[config.mk]
export PLATFORM = sky130hd
export DESIGN_NAME = mdu_iterative_flat
export DESIGN_NICKNAME = d
export VERILOG_FILES = /design/src/rtl/mdu_iterative_if.sv /design/src/rtl/mdu_iterative.sv /design/src/flat_wrapper.sv
export SDC_FILE = /design/constraint.sdc
export NUM_CORES = 1
export LEC_CHECK = 0
export ABC_CLOCK_PERIOD_IN_PS = 5080
export BUFFER_PORTS_ARGS = -buffer_cell sky130_fd_sc_hd__clkbuf_2
export CAP_MARGIN = 15
export CORE_MARGIN = 3
export CORE_UTILIZATION = 30
export CTS_BUF_LIST = sky130_fd_sc_hd__clkbuf_8
export CTS_CLUSTER_SIZE = 12
export DETAILED_ROUTE_END_ITERATION = 7
export GPL_ROUTABILITY_DRIVEN = 0
export GPL_TIMING_DRIVEN = 1
export PLACE_DENSITY = 0.49
export SLEW_MARGIN = 20
export SYNTH_ARGS = -nofsm -noshare
export SYNTH_HDL_FRONTEND = slang
export SYNTH_SLANG_ARGS = --single-unit
export TNS_END_PERCENT = 20
[constraint.sdc]
create_clock -name clk -period 5.08 [get_ports clk]
set_clock_uncertainty 0.05 [all_clocks]
set_input_delay 0.508 -clock clk [delete_from_list [all_inputs] [get_ports clk]]
set_output_delay 0.508 -clock clk [all_outputs]
set_load 0.01 [all_outputs]
[src/rtl/mdu_iterative_if.sv]
// mdu_iterative_if: EX-stage request/response bundle between the pipeline and the multiply/divide unit
interface mdu_iterative_if;
   logic        startE;
   logic [1:0]  opE;
   logic [31:0] srcAE;
   logic [31:0] srcBE;
   logic        StallE;
   logic        Exception_clean;
   logic        ALU_stall;
   logic        ALU_done;
   logic [31:0] resHi;
   logic [31:0] resLo;
   modport master (output startE, opE, srcAE, srcBE, StallE, Exception_clean,
                   input ALU_stall, ALU_done, resHi, resLo);
   modport slave (input startE, opE, srcAE, srcBE, StallE, Exception_clean,
                  output ALU_stall, ALU_done, resHi, resLo);
endinterface

[src/rtl/mdu_iterative.sv]
// mdu_iterative: radix-2 iterative MULT/MULTU/DIV/DIVU with stall handshake; MDU_FAST_MUL_EN selects a registered multiplier for MULT/MULTU
module mdu_iterative #(
   parameter int ITER = 32
) (
   input logic clk,
   input logic rst,
   mdu_iterative_if.slave bus
);
   typedef enum logic [1:0] {IDLE, BUSY, DONE} state_t;
   localparam int CW = $clog2(ITER);
   state_t state_q, state_d;
   logic [CW-1:0] cnt_q, cnt_d;
   logic consumed_q, consumed_d, rsign_q, rsign_d, remsign_q, remsign_d;
   logic [1:0] op_q, op_d;
   logic [31:0] a_q, a_d, b_q, b_d, hi_q, hi_d, lo_q, lo_d, abs_a, abs_b, res_hi, res_lo;
   logic [63:0] acc_q, acc_d, acc_n, prod, fast_p;
   logic [32:0] msum, dshift, ddiff;
   logic accept, sgn, is_div, bzero, keep_a, keep_b, last, fast_mul;
`ifdef MDU_FAST_MUL_EN
   localparam logic FAST_MUL = 1'b1;
   assign fast_p = $signed({{32{!op_q[0] & a_q[31]}}, a_q}) * $signed({{32{!op_q[0] & b_q[31]}}, b_q});
`else
   localparam logic FAST_MUL = 1'b0;
   assign fast_p = '0;
`endif
   assign fast_mul = FAST_MUL && !op_q[1];
   assign accept = state_q == IDLE && bus.startE && !consumed_q && !bus.Exception_clean;
   assign bus.ALU_stall = accept || state_q != IDLE;
   assign bus.ALU_done = state_q == DONE;
   assign bus.resHi = hi_q;
   assign bus.resLo = lo_q;
   assign sgn = !bus.opE[0];
   assign is_div = bus.opE[1];
   assign bzero = is_div && bus.srcBE == '0;
   // divide-by-zero keeps the raw dividend so it falls out as the remainder unchanged
   assign keep_b = !sgn || (FAST_MUL && !is_div);
   assign keep_a = keep_b || bzero;
   assign abs_a = !keep_a && bus.srcAE[31] ? -bus.srcAE : bus.srcAE;
   assign abs_b = !keep_b && bus.srcBE[31] ? -bus.srcBE : bus.srcBE;
   assign last = cnt_q == CW'(ITER - 1);
   assign msum = {1'b0, acc_q[63:32]} + (acc_q[0] ? {1'b0, a_q} : 33'd0);
   assign dshift = acc_q[63:31];
   assign ddiff = dshift - {1'b0, b_q};
   assign acc_n = op_q[1] ? {ddiff[32] ? dshift[31:0] : ddiff[31:0], acc_q[30:0], !ddiff[32]}
                          : {msum, acc_q[31:1]};
   assign prod = rsign_q ? -acc_n : acc_n;
   assign res_hi = op_q[1] ? (remsign_q ? -acc_n[63:32] : acc_n[63:32]) : prod[63:32];
   assign res_lo = op_q[1] ? (rsign_q ? -acc_n[31:0] : acc_n[31:0]) : prod[31:0];
   always_comb begin
      state_d = state_q;
      cnt_d = cnt_q;
      a_d = a_q;
      b_d = b_q;
      op_d = op_q;
      rsign_d = rsign_q;
      remsign_d = remsign_q;
      acc_d = acc_q;
      hi_d = hi_q;
      lo_d = lo_q;
      consumed_d = (consumed_q || state_q == DONE) && bus.StallE && !bus.Exception_clean;
      if (accept) begin
         state_d = BUSY;
         cnt_d = '0;
         a_d = abs_a;
         b_d = abs_b;
         op_d = bus.opE;
         rsign_d = sgn && !bzero && (bus.srcAE[31] ^ bus.srcBE[31]);
         remsign_d = sgn && !bzero && bus.srcAE[31];
         acc_d = {32'd0, is_div ? abs_a : abs_b};
      end else if (bus.Exception_clean) begin
         state_d = IDLE;
      end else if (state_q == BUSY) begin
         acc_d = acc_n;
         cnt_d = cnt_q + CW'(1);
         state_d = fast_mul || last ? DONE : BUSY;
         hi_d = fast_mul ? fast_p[63:32] : last ? res_hi : hi_q;
         lo_d = fast_mul ? fast_p[31:0] : last ? res_lo : lo_q;
      end else if (state_q == DONE) begin
         state_d = IDLE;
      end
   end
   always_ff @(posedge clk) begin
      if (rst) begin
         state_q <= IDLE;
         cnt_q <= '0;
         consumed_q <= 1'b0;
         a_q <= '0;
         b_q <= '0;
         op_q <= '0;
         rsign_q <= 1'b0;
         remsign_q <= 1'b0;
         acc_q <= '0;
         hi_q <= '0;
         lo_q <= '0;
      end else begin
         state_q <= state_d;
         cnt_q <= cnt_d;
         consumed_q <= consumed_d;
         a_q <= a_d;
         b_q <= b_d;
         op_q <= op_d;
         rsign_q <= rsign_d;
         remsign_q <= remsign_d;
         acc_q <= acc_d;
         hi_q <= hi_d;
         lo_q <= lo_d;
      end
   end
endmodule
[src/flat_wrapper.sv]
// flat-port wrapper written by rule: the top's interface ports become plain ports
module mdu_iterative_flat 
#(
   parameter int ITER = 32
)
  (clk, rst, bus_startE, bus_opE, bus_srcAE, bus_srcBE, bus_StallE, bus_Exception_clean, bus_ALU_stall, bus_ALU_done, bus_resHi, bus_resLo);
  mdu_iterative_if bus_i ();
  input logic clk;
  input logic rst;
  input wire logic [$bits(bus_i.startE)-1:0] bus_startE;
  input wire logic [$bits(bus_i.opE)-1:0] bus_opE;
  input wire logic [$bits(bus_i.srcAE)-1:0] bus_srcAE;
  input wire logic [$bits(bus_i.srcBE)-1:0] bus_srcBE;
  input wire logic [$bits(bus_i.StallE)-1:0] bus_StallE;
  input wire logic [$bits(bus_i.Exception_clean)-1:0] bus_Exception_clean;
  output wire logic [$bits(bus_i.ALU_stall)-1:0] bus_ALU_stall;
  output wire logic [$bits(bus_i.ALU_done)-1:0] bus_ALU_done;
  output wire logic [$bits(bus_i.resHi)-1:0] bus_resHi;
  output wire logic [$bits(bus_i.resLo)-1:0] bus_resLo;
  assign bus_i.startE = bus_startE;
  assign bus_i.opE = bus_opE;
  assign bus_i.srcAE = bus_srcAE;
  assign bus_i.srcBE = bus_srcBE;
  assign bus_i.StallE = bus_StallE;
  assign bus_i.Exception_clean = bus_Exception_clean;
  assign bus_ALU_stall = bus_i.ALU_stall;
  assign bus_ALU_done = bus_i.ALU_done;
  assign bus_resHi = bus_i.resHi;
  assign bus_resLo = bus_i.resLo;
  mdu_iterative #(.ITER(ITER)) u_core (.clk(clk), .rst(rst), .bus(bus_i));
endmodule
## After elaboration in Yosys (flattened, before gate mapping)

Cells that the tools add are included.

- Add/sub/neg operators: 8
- Equality and inequality tests: 4
- Muxes and demuxes: 19
- Bitwise logic cells: 3
- Reductions and logical operators: 31

Operators with widths:

| operator | count |
|---|---|
| 32-bit two-way mux | 12 |
| 64-bit two-way mux | 2 |
| 32-bit negator | 4 |
| 64-bit negator | 1 |
| 32-bit by 32-bit adder with 33-bit output | 1 |
| 33-bit by 32-bit subtractor with 33-bit output | 1 |
| 32-bit logical NOT | 1 |
| 1-bit logical AND | 11 |
| 1-bit logical NOT | 6 |
| 2-bit two-way mux | 3 |
| 2-bit nonzero test | 3 |
| 5-bit by 1-bit adder with 5-bit output (second input constant) | 1 |
| 5-bit == test (second input constant) | 1 |
| 2-bit AND reduction | 2 |
| 4-bit AND reduction | 1 |
| 4-bit nonzero test | 1 |
| 1-bit logical OR | 3 |
| 3-bit OR reduction | 1 |
| 2-bit by 1-bit == test with 1-bit output (second input constant) | 1 |
| 2-bit == test (second input constant) | 1 |
| 2-bit logical NOT | 1 |
| 1-bit two-way mux | 2 |
| 2-bit by 1-bit != test with 1-bit output (second input constant) | 1 |
| 1-bit inverter | 2 |
| 2 further kinds | 2 |

- Flip-flop bits (word level): 204
- Input bits: 71
- Output and inout port bits: 66

## Logic depth before layout (Yosys ltp)

- Depth in word-level cells: 8
- Mapped depth: 24
- Gate-level depth less buffers: 23

## Worst setup path before layout

No wires, ideal clock.

- Path type: flip-flop to flip-flop
- Start: register u_core.acc_q[31]
- End: register u_core.hi_q[20] (netlist: u_core.bus.resHi[20])
- Library setup time: 0.070 ns
- Data arrival time: 5.043 ns
- Data required time: 4.960 ns
- Slack: -0.084 ns
- Stages on the path, launching flop included: 25
- Period minus slack after synthesis: 5.164 ns
- Cells stage by stage: dfxtp_1 > inv_1 > ha_1 > fa_1 > nand2b_1 > a21oi_1 > o211ai_1 > a21o_1 > o211a_2 > buf_6 > mux2_2 > inv_1 > ha_1 > o21ai_0 > nor4_1 > nand3_1 > nor3_1 > nand3_1 > o21a_1 > o21ai_0 > nand2_1 > o41ai_1 > xnor2_1 > nand2_1 > a21oi_1

- Cells in the longest elaborated chain, start to end: 6
- Elaborated cells on any way between the ends: 9
- Classes of those cells: 3 x add/sub; 5 x mux; 1 x reduce/logical

RTL lines:

| element | RTL line | RTL |
|---|---|---|
| from (decl) | mdu_iterative.sv:16 | `logic [63:0] acc_q, acc_d, acc_n, prod, fast_p;` |
| from (signal assigned) | mdu_iterative.sv:92 | `acc_q <= '0;` |
| from (signal assigned) | mdu_iterative.sv:104 | `acc_q <= acc_d;` |
| 33-bit by 32-bit subtractor with 33-bit output | mdu_iterative.sv:43 | `assign ddiff = dshift - {1'b0, b_q};` |
| 32-bit two-way mux / 1-bit logical NOT (equally long branches) | mdu_iterative.sv:44 | `assign acc_n = op_q[1] ? {ddiff[32] ? dshift[31:0] : ddiff[31:0], acc_q[30:0], !ddiff[32]}` |
| 64-bit two-way mux * | mdu_iterative.sv:44 |  |
| 64-bit negator / 32-bit negator (equally long branches) | mdu_iterative.sv:46, mdu_iterative.sv:47 |  |
| 64-bit two-way mux / 32-bit two-way mux (equally long branches) | mdu_iterative.sv:46, mdu_iterative.sv:47 |  |
| 32-bit two-way mux * | mdu_iterative.sv:47 | `assign res_hi = op_q[1] ? (remsign_q ? -acc_n[63:32] : acc_n[63:32]) : prod[63:32];` |
| to (signal assigned) | mdu_iterative.sv:105 | `hi_q <= hi_d;` |
| to (decl) | mdu_iterative.sv:15 | `logic [31:0] a_q, a_d, b_q, b_d, hi_q, hi_d, lo_q, lo_d, abs_a, abs_b, res_hi, res_lo;` |

Every way passes the cells marked *; elsewhere a longest branch is shown, timed or not.
A chain may end at the register's enable or synchronous reset.

## Worst setup path after layout

- Start: register u_core.a_q[0]
- End: register u_core.hi_q[29] (netlist: u_core.bus.resHi[29])

- Cells in the longest elaborated chain, start to end: 6
- Elaborated cells on any way between the ends: 8
- Classes of those cells: 3 x add/sub; 5 x mux

RTL lines:

| element | RTL line | RTL |
|---|---|---|
| from (decl) | mdu_iterative.sv:15 |  |
| from (signal assigned) | mdu_iterative.sv:87 | `a_q <= '0;` |
| from (signal assigned) | mdu_iterative.sv:99 | `a_q <= a_d;` |
| 32-bit two-way mux * | mdu_iterative.sv:41 | `assign msum = {1'b0, acc_q[63:32]} + (acc_q[0] ? {1'b0, a_q} : 33'd0);` |
| 32-bit by 32-bit adder with 33-bit output * | mdu_iterative.sv:41 |  |
| 64-bit two-way mux * | mdu_iterative.sv:44 |  |
| 64-bit negator / 32-bit negator (equally long branches) | mdu_iterative.sv:46, mdu_iterative.sv:47 |  |
| 64-bit two-way mux / 32-bit two-way mux (equally long branches) | mdu_iterative.sv:46, mdu_iterative.sv:47 |  |
| 32-bit two-way mux * | mdu_iterative.sv:47 |  |

Marks and branches as above.

==> flow_summary.json <==
{
  "reg2reg_to": "u_core.bus.resHi[29]",
  "r2r-start": "u_core.a_q[0]",
  "pin_count": 137,
  "total_power_w": 0.00486,
  "drtAntennaViolNets": 0,
  "routed-via-count": 16100,
  "numCtsBuffers": 39,
  "dp_hpwl_um": 47400,
  "critPathKind": "flip-flop to flip-flop",
  "grt_pass1_wl_um": 91800,
  "drc_errors": 3,
  "final-setup-viol-count": 0,
  "antenna_found_initial": 0,
  "start_util": 0.307,
  "p_leak_nw": 7.55,
  "async_flop_share": 0,
  "clkLatencyLatePin_ns": 0.60,
  "avgSynthCellArea_um2": 7.39,
  "grt.total_usage": 0.216,
  "start_kind": "flip-flop",
  "power.density_nw_per_um2": 262,
  "min_path_cells": 3,
  "netlist.area_leader.share": 0.261,
  "portBuffers": 136,
  "hold_viol_final": 0,
  "multiInputGateArea_um2": 10900,
  "setup_tns_ns": 0,
  "row_count": 82,
  "first_iter_violations": 1308,
  "final_nets": 2436,
  "cp_num_buf_inv": 0,
  "max_freq_mhz": 205,
  "fin_crit_ns": 4.89,
  "synth_area_um2": 15600,
  "grt_max_degree": 75,
  "fin_util": 0.366,
  "min_to": "u_core.consumed_q",
  "synth_edf_count": 0,
  "path_max_fanout": 4,
  "hold_buffers": 0,
  "placed_area_um2": 17600,
  "cts_tree": "done",
  "slew_violations": 0,
  "dr.pass1.iters": 8,
  "cp_cell_sequence": "and2_1, ha_1, fa_1, a211oi_1, nor3_2, o21ai_0, nand3_1, or2_2, a311o_1, a2bb2oi_1, or4b_4, nor2_1, and3_1, o2111ai_1, mux2_1, a211oi_2",
  "ys_ff_latch": 203,
  "switching_share": 0.350,
  "core_area_um2": 50700,
  "p_seq_frac": 0.350,
  "ys_top_cells_by_area": "dfxtp_1 (26%), a21oi_1 (6.7%), nand2_1 (6.3%), ha_1 (5.9%), nor2_1 (5.4%)",
  "cap_violations": 0,
  "grt-ovfl-total": 0,
  "cpLargestDelayFamily": "simple AND/OR/NAND/NOR gates",
  "wirelength_um": 60200,
  "violations": "DRC",
  "yosysSeqAreaShare": 0.261,
  "ys_types": 84,
  "combinationalPowerShare": 0.282,
  "yosys.area.top_type": "dfxtp_1",
  "layout-drive-gt1-share": 0.169,
  "required_ns": 5.53,
  "vdd_ir_drop_max_mv": 0.161,
  "cts.htree.levels": 2,
  "critPathArrivalTime_ns": 5.33,
  "die_w_um": 234,
  "clockPowerShare": 0.368,
  "clkTransAtPathRegs_ns": 0.06,
  "regArea_um2": 4070,
  "hold_class": "input pin to flip-flop",
  "clockBufferDepth": 3,
  "cts-root-buf": "clkbuf_8",
  "fillers": 5453,
  "slew_headroom": 0.302,
  "critPathSlowestCell": "or4b_4",
  "final_cell_area_um2": 18500,
  "synth_nets": 2252,
  "fin_crit_sh": 0.962,
  "fp.dieArea_um2": 54600,
  "avgViaCountPerCell": 5.37,
  "cts_sinks": 203,
  "preCtsSetupSlack_ns": -0.00643,
  "power_switching_w": 0.00170,
  "ff2ff_path_depth": 16,
  "ys.warnings.count": 0,
  "cpPeakStageDelay_ns": 0.61,
  "fin_ws_ns": 0.194,
  "rrSetupSlack_ns": 0.19,
  "fp.dieH_um": 234,
  "status": "complete, but fails checks",
  "syn_inst": 2106,
  "endpoint_kind": "flip-flop",
  "grt_pass1_vias": 15400,
  "antenna_cells": 0,
  "hold_start": "bus_StallE",
  "syn2layout_area_growth_pct": 19.2,
  "synth-main-ff-cell": "dfxtp_1",
  "internal_power_w": 0.00315,
  "worst_pin_slew_ns": 1.05,
  "avgRoutedWirePerCell_um": 20.1
}
-- power groups by stage --
stage / registers, W / logic, W / clock network (W)
2_1_floorplan: 0.00171 / 0.000861 / 0
3_3_place_gp: 0.00173 / 0.00133 / 0
3_5_place_dp: 0.00173 / 0.00133 / 0
4_1_cts: 0.00170 / 0.00134 / 0.00183
5_1_grt: 0.00170 / 0.00149 / 0.00190
6_report: 0.00170 / 0.00137 / 0.00179
-- cell usage in the layout (no fill, tap or decap), types with 6 or more instances in the layout --
| master | n |
|---|---|
| nand2_1 | 262 |
| nor2_1 | 221 |
| a21oi_1 | 209 |
| dfxtp_1 | 202 |
| clkbuf_2 | 135 |
| buf_4 | 128 |
| o21ai_0 | 124 |
| xor2_1 | 80 |
| xnor2_1 | 75 |
| inv_1 | 74 |
| ha_1 | 72 |
| mux2i_1 | 68 |
| a211oi_1 | 67 |
| clkbuf_8 | 49 |
| nor3_1 | 44 |
| and2_1 | 39 |
| a21o_1 | 34 |
| nand3_1 | 33 |
| o22ai_1 | 26 |
| a31oi_1 | 25 |
| o211ai_1 | 23 |
| and3_1 | 23 |
| nand2b_1 | 20 |
| or3_1 | 20 |
| o31ai_1 | 20 |
| o21a_1 | 19 |
| nand4_1 | 15 |
| or4_1 | 12 |
| o21ai_1 | 10 |
| nor3b_1 | 10 |
| nor4_1 | 10 |
| o21bai_1 | 8 |
| mux2_2 | 7 |
| a31o_2 | 7 |
| o31a_1 | 7 |
| nor2b_1 | 7 |
| or2_2 | 6 |
| a211o_1 | 6 |
| clkinv_2 | 6 |
-- how the worst max path moves through the flow --
stage	startpoint	end	slack (ns)	cells past startpoint
after floorplan	u_core.acc_q[31]	u_core.bus.resHi[20]	0.02	24
after global placement	u_core.acc_q[31]	u_core.bus.resHi[20]	0.06	24
after detailed placement	u_core.acc_q[31]	u_core.bus.resHi[20]	-0.006	24
after CTS	u_core.acc_q[31]	u_core.bus.resHi[20]	0.003	24
after global routing	u_core.acc_q[31]	u_core.bus.resHi[26]	-0.002	23
final	u_core.a_q[0]	u_core.bus.resHi[29]	0.19	16
-- stage by stage --
stage	hold WS, ns	std cells
floorplan	0.367	2106
detailed placement	0.385	2918
global placement	0.378	2918
finish	0.103	2992
CTS	0.0681	2990
global route	0.0832	2992
-- registers in the layout, indices dropped and copies added (netlist names) --
| register | flops |
|---|---|
| u_core.rsign_q | 1 |
| u_core.op_q | 1 |
| u_core.cnt_q | 5 |
| u_core.acc_q | 64 |
| u_core.consumed_q | 1 |
| u_core.a_q | 32 |
| u_core.b_q | 32 |
| u_core.state_q | 2 |
| u_core.remsign_q | 1 |
| u_core.bus.resHi | 32 |
| u_core.bus.resLo | 32 |
-- area by class of cell --
type                            instances  area share
Timing Repair Buffer                  265      0.0902
Tap cell                              672      0.0454
Clock inverter                         22     0.00918
Inverter                               63      0.0128
Multi-Input combinational cell       1718       0.587
Clock buffer                           49      0.0364
Sequential cell                       203       0.219
-- logic make-up after synthesis --
group,synth area share
and+or+nand+nor,0.234
adders and majority gates,0.0613
muxes,0.0528
buffers and inverters,0.0466
DFF,0.261
AOI/OAI and AO/OA,0.256
xor gates and xnor gates,0.0878
-- Yosys cell counts, types with 18 or more instances --
| cell type | instances |
|---|---|
| o22ai_1 | 26 |
| inv_1 | 63 |
| a211oi_1 | 68 |
| buf_2 | 18 |
| dfxtp_1 | 203 |
| a31oi_1 | 25 |
| nor2_1 | 224 |
| a21o_1 | 34 |
| o21ai_0 | 129 |
| xor2_1 | 81 |
| o211ai_1 | 23 |
| and2_1 | 39 |
| or3_1 | 20 |
| a21oi_1 | 209 |
| and3_1 | 25 |
| nor3_1 | 48 |
| o21a_1 | 19 |
| clkbuf_1 | 94 |
| xnor2_1 | 75 |
| nand3_1 | 35 |
| nand2_1 | 262 |
| o31ai_1 | 20 |
| mux2i_1 | 69 |
| ha_1 | 73 |
| nand2b_1 | 23 |
-- routing by layer --
layer | global-route usage | wire length, µm | vias to the layer above
met2 | 0.342 | 26900 | 497
met4 | 0.0943 | 2820 | 0
li1 | - | - | 7932
met1 | 0.292 | 27000 | 7512
met3 | 0.0294 | 3390 | 129
met5 | 0 | 0 | -
-- worst reg2reg max path: stages (launching register included) --
cell       delay (ns)
dfxtp_1          0.34
and2_1           0.19
ha_1             0.22
fa_1             0.44
a211oi_1         0.38
nor3_2           0.14
o21ai_0          0.32
nand3_1          0.18
or2_2            0.30
a311o_1          0.36
a2bb2oi_1        0.15
or4b_4           0.61
nor2_1           0.16
and3_1           0.25
o2111ai_1        0.15
mux2_1           0.36
a211oi_2         0.17
-- what timing repair did --
item	CTS	global route
resized for setup	1	20
endpoints found under the hold margin	0	0
setup endpoints to repair	1	25
buffers inserted	1	2
pin swaps	0	7
Note: power is estimated with default switching activity, not from simulation.
